===== src/rtl/nano6502_pkg.sv =====
// Shared nano6502 peripheral definitions: interrupt register map, source indices
// and the vector encoding helper.
package nano6502_pkg;

  localparam int unsigned IRQ_DATA_W = 8;
  localparam int unsigned IRQ_ADDR_W = 2;
  localparam int unsigned IRQ_IDX_W  = 3;

  localparam logic [IRQ_ADDR_W-1:0] IRQ_REG_PEND = 2'd0;
  localparam logic [IRQ_ADDR_W-1:0] IRQ_REG_EN   = 2'd1;
  localparam logic [IRQ_ADDR_W-1:0] IRQ_REG_ACT  = 2'd2;
  localparam logic [IRQ_ADDR_W-1:0] IRQ_REG_VEC  = 2'd3;

  localparam int unsigned IRQ_SRC_TIMER   = 0;
  localparam int unsigned IRQ_SRC_UART_RX = 1;
  localparam int unsigned IRQ_SRC_UART_TX = 2;

  localparam logic [IRQ_DATA_W-1:0] IRQ_VEC_NONE = 8'h80;

  // Vector byte: index of the winning source, or the "none" code when idle.
  function automatic logic [IRQ_DATA_W-1:0] irq_vector(input logic valid,
                                                       input logic [IRQ_IDX_W-1:0] idx);
    return valid ? IRQ_DATA_W'(idx) : IRQ_VEC_NONE;
  endfunction

endpackage


===== src/rtl/irq_prio_enc.sv =====
// Lowest-set-bit priority encoder over an 8-bit request vector.
module irq_prio_enc
  import nano6502_pkg::*;
(
  input  logic [IRQ_DATA_W-1:0] i_req,
  output logic                  o_valid,
  output logic [IRQ_IDX_W-1:0]  o_idx
);

  // Scan from the top down so the lowest-numbered request is written last.
  always_comb begin
    o_valid = |i_req;
    o_idx   = '0;
    for (int i = IRQ_DATA_W - 1; i >= 0; i--) begin
      if (i_req[i]) o_idx = IRQ_IDX_W'(i);
    end
  end

endmodule


===== src/rtl/irq_ctrl.sv =====
// Bus-mapped interrupt controller: edge-detected sources latch into pending bits,
// masked by an enable register, driving the active-low 6502 IRQ line.
module irq_ctrl
  import nano6502_pkg::*;
#(
  parameter int unsigned          N_SRC    = 8,
  parameter logic [IRQ_DATA_W-1:0] EDGE_POL = 8'hFF
) (
  input  logic                  clk_i,
  input  logic                  rst_n_i,
  input  logic                  R_W_n,
  input  logic [IRQ_ADDR_W-1:0] reg_addr_i,
  input  logic [IRQ_DATA_W-1:0] data_i,
  input  logic                  irq_cs,
  output logic [IRQ_DATA_W-1:0] data_o,
  input  logic [N_SRC-1:0]      src_i,
  output logic                  irq_n_o
);

  localparam logic [N_SRC-1:0] POL = EDGE_POL[N_SRC-1:0];

  logic [N_SRC-1:0]      r_src_q;
  logic [N_SRC-1:0]      r_pend;
  logic [N_SRC-1:0]      r_en;
  logic [N_SRC-1:0]      w_evt;
  logic [N_SRC-1:0]      w_wdata;
  logic [N_SRC-1:0]      w_set;
  logic [N_SRC-1:0]      w_clr;
  logic                  w_wr;
  logic [IRQ_DATA_W-1:0] w_act;
  logic                  w_vec_valid;
  logic [IRQ_IDX_W-1:0]  w_vec_idx;
  logic                  w_unused_data;

  assign w_wdata       = data_i[N_SRC-1:0];
  assign w_unused_data = ^data_i;
  assign w_wr          = irq_cs & ~R_W_n;

  // Per-bit polarity: rising where POL=1, falling where POL=0.
  assign w_evt = (src_i & ~r_src_q & POL) | (~src_i & r_src_q & ~POL);

  assign w_set = w_evt | ({N_SRC{w_wr && (reg_addr_i == IRQ_REG_ACT)}} & w_wdata);
  assign w_clr = {N_SRC{w_wr && (reg_addr_i == IRQ_REG_PEND)}} & w_wdata;

  assign w_act = IRQ_DATA_W'(r_pend & r_en);

  irq_prio_enc u_prio_enc (
    .i_req   (w_act),
    .o_valid (w_vec_valid),
    .o_idx   (w_vec_idx)
  );

  // Set has priority over clear so a coincident event is never dropped.
  always_ff @(posedge clk_i or negedge rst_n_i) begin
    if (!rst_n_i) begin
      r_src_q <= POL;
      r_pend  <= '0;
      r_en    <= '0;
      irq_n_o <= 1'b1;
    end else begin
      r_src_q <= src_i;
      r_pend  <= (r_pend & ~w_clr) | w_set;
      if (w_wr && (reg_addr_i == IRQ_REG_EN)) r_en <= w_wdata;
      irq_n_o <= ~|(r_pend & r_en);
    end
  end

  always_comb begin
    data_o = '0;
    case (reg_addr_i)
      IRQ_REG_PEND: data_o = IRQ_DATA_W'(r_pend);
      IRQ_REG_EN:   data_o = IRQ_DATA_W'(r_en);
      IRQ_REG_ACT:  data_o = w_act;
      IRQ_REG_VEC:  data_o = irq_vector(w_vec_valid, w_vec_idx);
      default:      data_o = '0;
    endcase
  end

endmodule


===== config.mk =====
export PLATFORM = sky130hd
export DESIGN_NAME = irq_ctrl
export DESIGN_NICKNAME = d
export VERILOG_FILES = /design/src/rtl/nano6502_pkg.sv /design/src/rtl/irq_prio_enc.sv /design/src/rtl/irq_ctrl.sv
export SDC_FILE = /design/constraint.sdc
export NUM_CORES = 1
export LEC_CHECK = 0
export CAP_MARGIN = 30
export CORE_MARGIN = 4
export CORE_UTILIZATION = 33
export CTS_CLUSTER_SIZE = 16
export DETAILED_ROUTE_END_ITERATION = 12
export PLACE_DENSITY = 0.68
export SYNTH_ARGS = -nofsm -noshare
export SYNTH_HDL_FRONTEND = slang
export SYNTH_HIERARCHICAL = 1
export SYNTH_SLANG_ARGS = --single-unit

===== constraint.sdc =====
create_clock -name clk_i -period 3.5 [get_ports clk_i]
set_clock_uncertainty 0.1 [all_clocks]
set_input_delay 0.875 -clock clk_i [delete_from_list [all_inputs] [get_ports clk_i]]
set_output_delay 0.875 -clock clk_i [all_outputs]
set_load 0.01 [all_outputs]

After elaboration in Yosys (flattened, before gate mapping)
Cells that the tools add are included.
{"block": "word_totals", "out_inout_bits": 9, "word_cells": 34, "latchBits": 0, "ramBits": 0, "input_bits": 22, "mem_count": 0, "ff_bits": 25, "mem_bits_ro": 0}
{"block": "classes", "div_mod_pow": 0, "n_eq_ne": 3, "mul": 0, "n_reduce_logical": 6, "n_lt_le_gt_ge": 0, "n_bitwise": 11, "addsub": 0, "shifts": 0, "n_mux": 10}
{"operator": "$and A8 B8 Y8", "n": 5}
{"operator": "$pmux W8 S4", "n": 1}
{"operator": "$mux W3", "n": 8}
{"operator": "$not A8 Y8", "n": 2}
{"operator": "$or A8 B8 Y8", "n": 2}
{"operator": "$mux W8", "n": 1}
{"operator": "$reduce_or A8 Y1", "n": 1}
{"operator": "$eq A2 B2 Y1 const B", "n": 2}
{"operator": "$logic_and A1 B1 Y1", "n": 3}
{"operator": "$eq A2 B1 Y1 const B", "n": 1}
{"operator": "$logic_not A2 Y1", "n": 1}
{"operator": "$and A1 B1 Y1", "n": 1}
{"operator": "$logic_not A1 Y1", "n": 1}
{"operator": "$not A1 Y1", "n": 1}

Logic depth before layout (Yosys ltp)
{"block": "depth", "depth_word": 11, "ltp_mapped": 7}

By module
The synthesis kept the hierarchy.
{"module": "irq_ctrl", "area_each_um2": 1217.4, "instances": 1, "seq_area_each_um2": 636.9, "cells_each": 101}
{"module": "irq_prio_enc", "area_each_um2": 81.3, "instances": 1, "seq_area_each_um2": 0.0, "cells_each": 13}

Least setup slack after synthesis
OpenSTA, ideal clock, no wires.
{"block": "synth_timing", "path_kind": "input-to-output", "startpoint": "input port reg_addr_i[1]", "endpoint": "output port data_o[5]", "arrival_ps": 1513, "cell_stages": 4, "path_slack_ps": 1012, "path_cell_list": "buf_6 > inv_1 > o21ai_0 > o21ai_0"}
{"block": "synth_via", "elab_chain_len": 2}
{"item": "from (decl)", "line": "irq_ctrl.sv:12", "text": "input logic [IRQ_ADDR_W-1:0] reg_addr_i,"}
{"item": "$eq A2 B2 Y1 (tied with other cells)", "line": "irq_ctrl.sv:70", "text": "case (reg_addr_i)"}
{"item": "$pmux W8 S4 (*)", "line": "irq_ctrl.sv:70"}
{"item": "to (decl)", "line": "irq_ctrl.sv:15", "text": "output logic [IRQ_DATA_W-1:0] data_o,"}
Every way passes the cells marked *; elsewhere a longest branch is shown, timed or not.

Final worst setup path
{"block": "layout_timing", "startpoint": "input port reg_addr_i[0]", "endpoint": "output port data_o[4]"}
The elaborated chain is that of the path after synthesis.

==> run metrics <==
fmax=0.296 GHz; number of vias per cell=5.20; worst slew pin tran=0.603 ns; row count=22; diode count=0; Initial DRT Pass Iterations=4; Clock Sinks=25; cells after synthesis=114; distinct cell type count after synthesis=29; status=finished clean; adder-cell area share of the yosys netlist=0%; Yosys reg bits=25; total congestion overflow=0; unrepaired setup endpoints after global routing=false; Final GP Congestion=0.763; Critical Path Max Stage Delay=0.53 ns; Peak VDD IR=0.000211 V; Die Y=70.7 um; post-synthesis xor/xnor area fraction=0.674%; share of post-route cells with drive strength above 1=21.2%; Post-Route WL=3000 um; Cell Area, Synth=0.00130 sq mm; Worst path slowest cell=clkdlybuf4s50_1; Tmin final=3.38 ns; number of port buffers=30; setup TNS=0 ns; power per cell area=419 mW/mm^2; Root Driver=clkbuf_8; fin crit share=96.5%; end of the critical path=data_o[4]; Initial Util=34.7%; DP HPWL=2310 um; worst hold path type=reg2reg; via count=1060; Layout area overhead=37.0%; syn nets=136; DRC errors left=0; Arr. time, crit path=2.40 ns; area fraction in compound gates after synthesis=15.8%; start of the worst register-to-register path=r_pend[0]; final net count=179; Critical Path RT=2.52 ns; 1st-iter DRT viols=32; WS Path Type=in2out; clk slew on worst S/H paths=0.09 ns; dpl cells=198; Synth Warn #=6; most frequent cells in the layout=27 x clkdlybuf4s50_1, 16 x dfrtp_1, 13 x nand2_1; initial antenna violation count=0; Die Area=0.00500 sq mm; MaxCap Viol Count=0; WL/cell=14.7 um; Die X=70.7 um; R2R Setup Slk=1.92 ns; Clk Latency, worst-skew pair=0.26 ns; post-synthesis sequential area ratio=49.0%; CP startpoint=reg_addr_i[0]; most common cell after layout, fill and taps aside=clkdlybuf4s50_1; kind of end point of the critical path=output pin; depth of the most critical reg-to-reg path=3; mux cell area share after synthesis=6.94%; count of final hold-check violations=0; Clock Path Buffers=2; Crit Reg-Reg Endpoint=irq_n_o; hold buffer count at CTS=0; cells along the critical path=clkdlybuf4s50_1, buf_4, nor2b_4, a32o_1, clkdlybuf4s50_1; core area=0.00374 sq mm; CTS buffer count=3; Max Slew Vio Count=0; Setup Viol. Count Final=0; main combinational cell family by area after synthesis=simple AND/OR/NAND/NOR gates; Worst setup SP type=input port; vias in the first global route=1143; TritonCTS clock tree=built; Worst Path Max Fanout=4; final std cells w/o fill=204; slew margin rel.=59.6%; Static Leakage=0.000710 uW; placed cell area=0.00170 sq mm; H-tree levels=1; first-pass GRT wire length=5280 um; Routed Antenna Nets=0; Worst path most repeated cell=clkdlybuf4s50_1; num ports=31; Post-Synth Simple-Gate Area=24.9%; synthesized area per cell=11.4 sq um; Total GRT Usage=12.8%; Final Cell Area=0.00178 sq mm; largest net degree at the start of global routing=23
==> state kept, by name, indices dropped and copies added, names as in the netlist <==
| signal | count |
|---|---|
| r_pend | 8 |
| irq_n_o | 1 |
| r_en | 8 |
| r_src_q | 8 |
==> worst min path at each step <==
stage	start	end	slack, ns	cells past startpoint
6_report	r_en[2]	r_en[2]	0.42	1
3_3_place_gp	r_en[2]	r_en[2]	0.39	1
4_1_cts	r_en[2]	r_en[2]	0.42	1
3_5_place_dp	r_en[2]	r_en[2]	0.40	1
2_1_floorplan	r_en[0]	r_en[0]	0.37	1
5_1_grt	r_en[1]	r_en[1]	0.46	1
==> cell usage after synthesis <==
cell,n,area (sq um)
buf_6,1,11.3
o21bai_1,1,7.51
nand3_1,4,20.0
xnor2_1,1,8.76
nor2b_4,1,13.8
dfstp_2,9,236
mux2_1,8,90.1
or4_1,1,7.51
nor4b_4,2,47.6
and3b_1,2,17.5
a21oi_1,2,10.0
or2_2,1,6.26
o21ai_0,6,30.0
o221a_2,3,33.8
nor2b_1,10,62.6
a32o_1,2,20.0
nor4_2,2,25.0
o211ai_1,1,7.51
buf_2,1,5.00
dfrtp_1,16,400
inv_1,3,11.3
o41ai_1,1,8.76
nand2b_1,2,12.5
nand2_1,13,48.8
and2_1,8,50.1
buf_4,1,7.51
a21boi_0,1,7.51
a221o_1,8,80.1
nor2_1,3,11.3
==> layout make-up <==
type,instances,area (sq um)
tap,48,60.1
sequential,25,637
clock inverter,1,5.00
clock buffer,3,41.3
fill,372,1960
timing repair buffer,41,398
inverter,3,11.3
multi-input combinational,83,627
==> cells by family after synthesis <==
logic type,after synthesis
AO/OA/AOI/OAI,25
XOR/XNOR,1
buffers and inverters,6
flip-flops,25
multiplexers,8
AND/OR/NAND/NOR,49
==> critical path, delay by kind of cell <==
family / cells / cell delay (ns)
and+or+nand+nor: 1 / 0.17
buffers and inverters: 3 / 1.19
AOI/OAI and AO/OA: 1 / 0.15
==> through the flow <==
step	hold slack, ns	total power [uW]	util, %	setup slack (ns)
after floorplan	0.374	475	-	1.01
after global placement	0.392	570	45.5	0.0314
after global routing	0.462	794	47.5	0.0171
final	0.418	745	47.5	0.124
after CTS	0.424	750	46.7	0.0219
after detailed placement	0.402	579	45.5	0.0393
==> per-layer routing <==
metal | global-route usage (%) | routed length, um | up-vias
li1 | - | - | 498
met1 | 17.4 | 1400 | 535
met2 | 21.0 | 1430 | 25
met3 | 2.70 | 159 | 2
met4 | 2.92 | 12 | 0
met5 | 0 | 0 | -
==> power breakdown <==
part	switching [uW]	internal (uW)
combinational	101	126
sequential	22.3	324
clock	91.9	79.5
total	215	530
==> timing repair <==
item	CTS	global route
hold endpoints to repair	0	0
endpoints found under the setup margin	0	7
setup buffers	0	1
gates resized for setup	0	3
No activity file was read; power rests on OpenSTA's default activity.
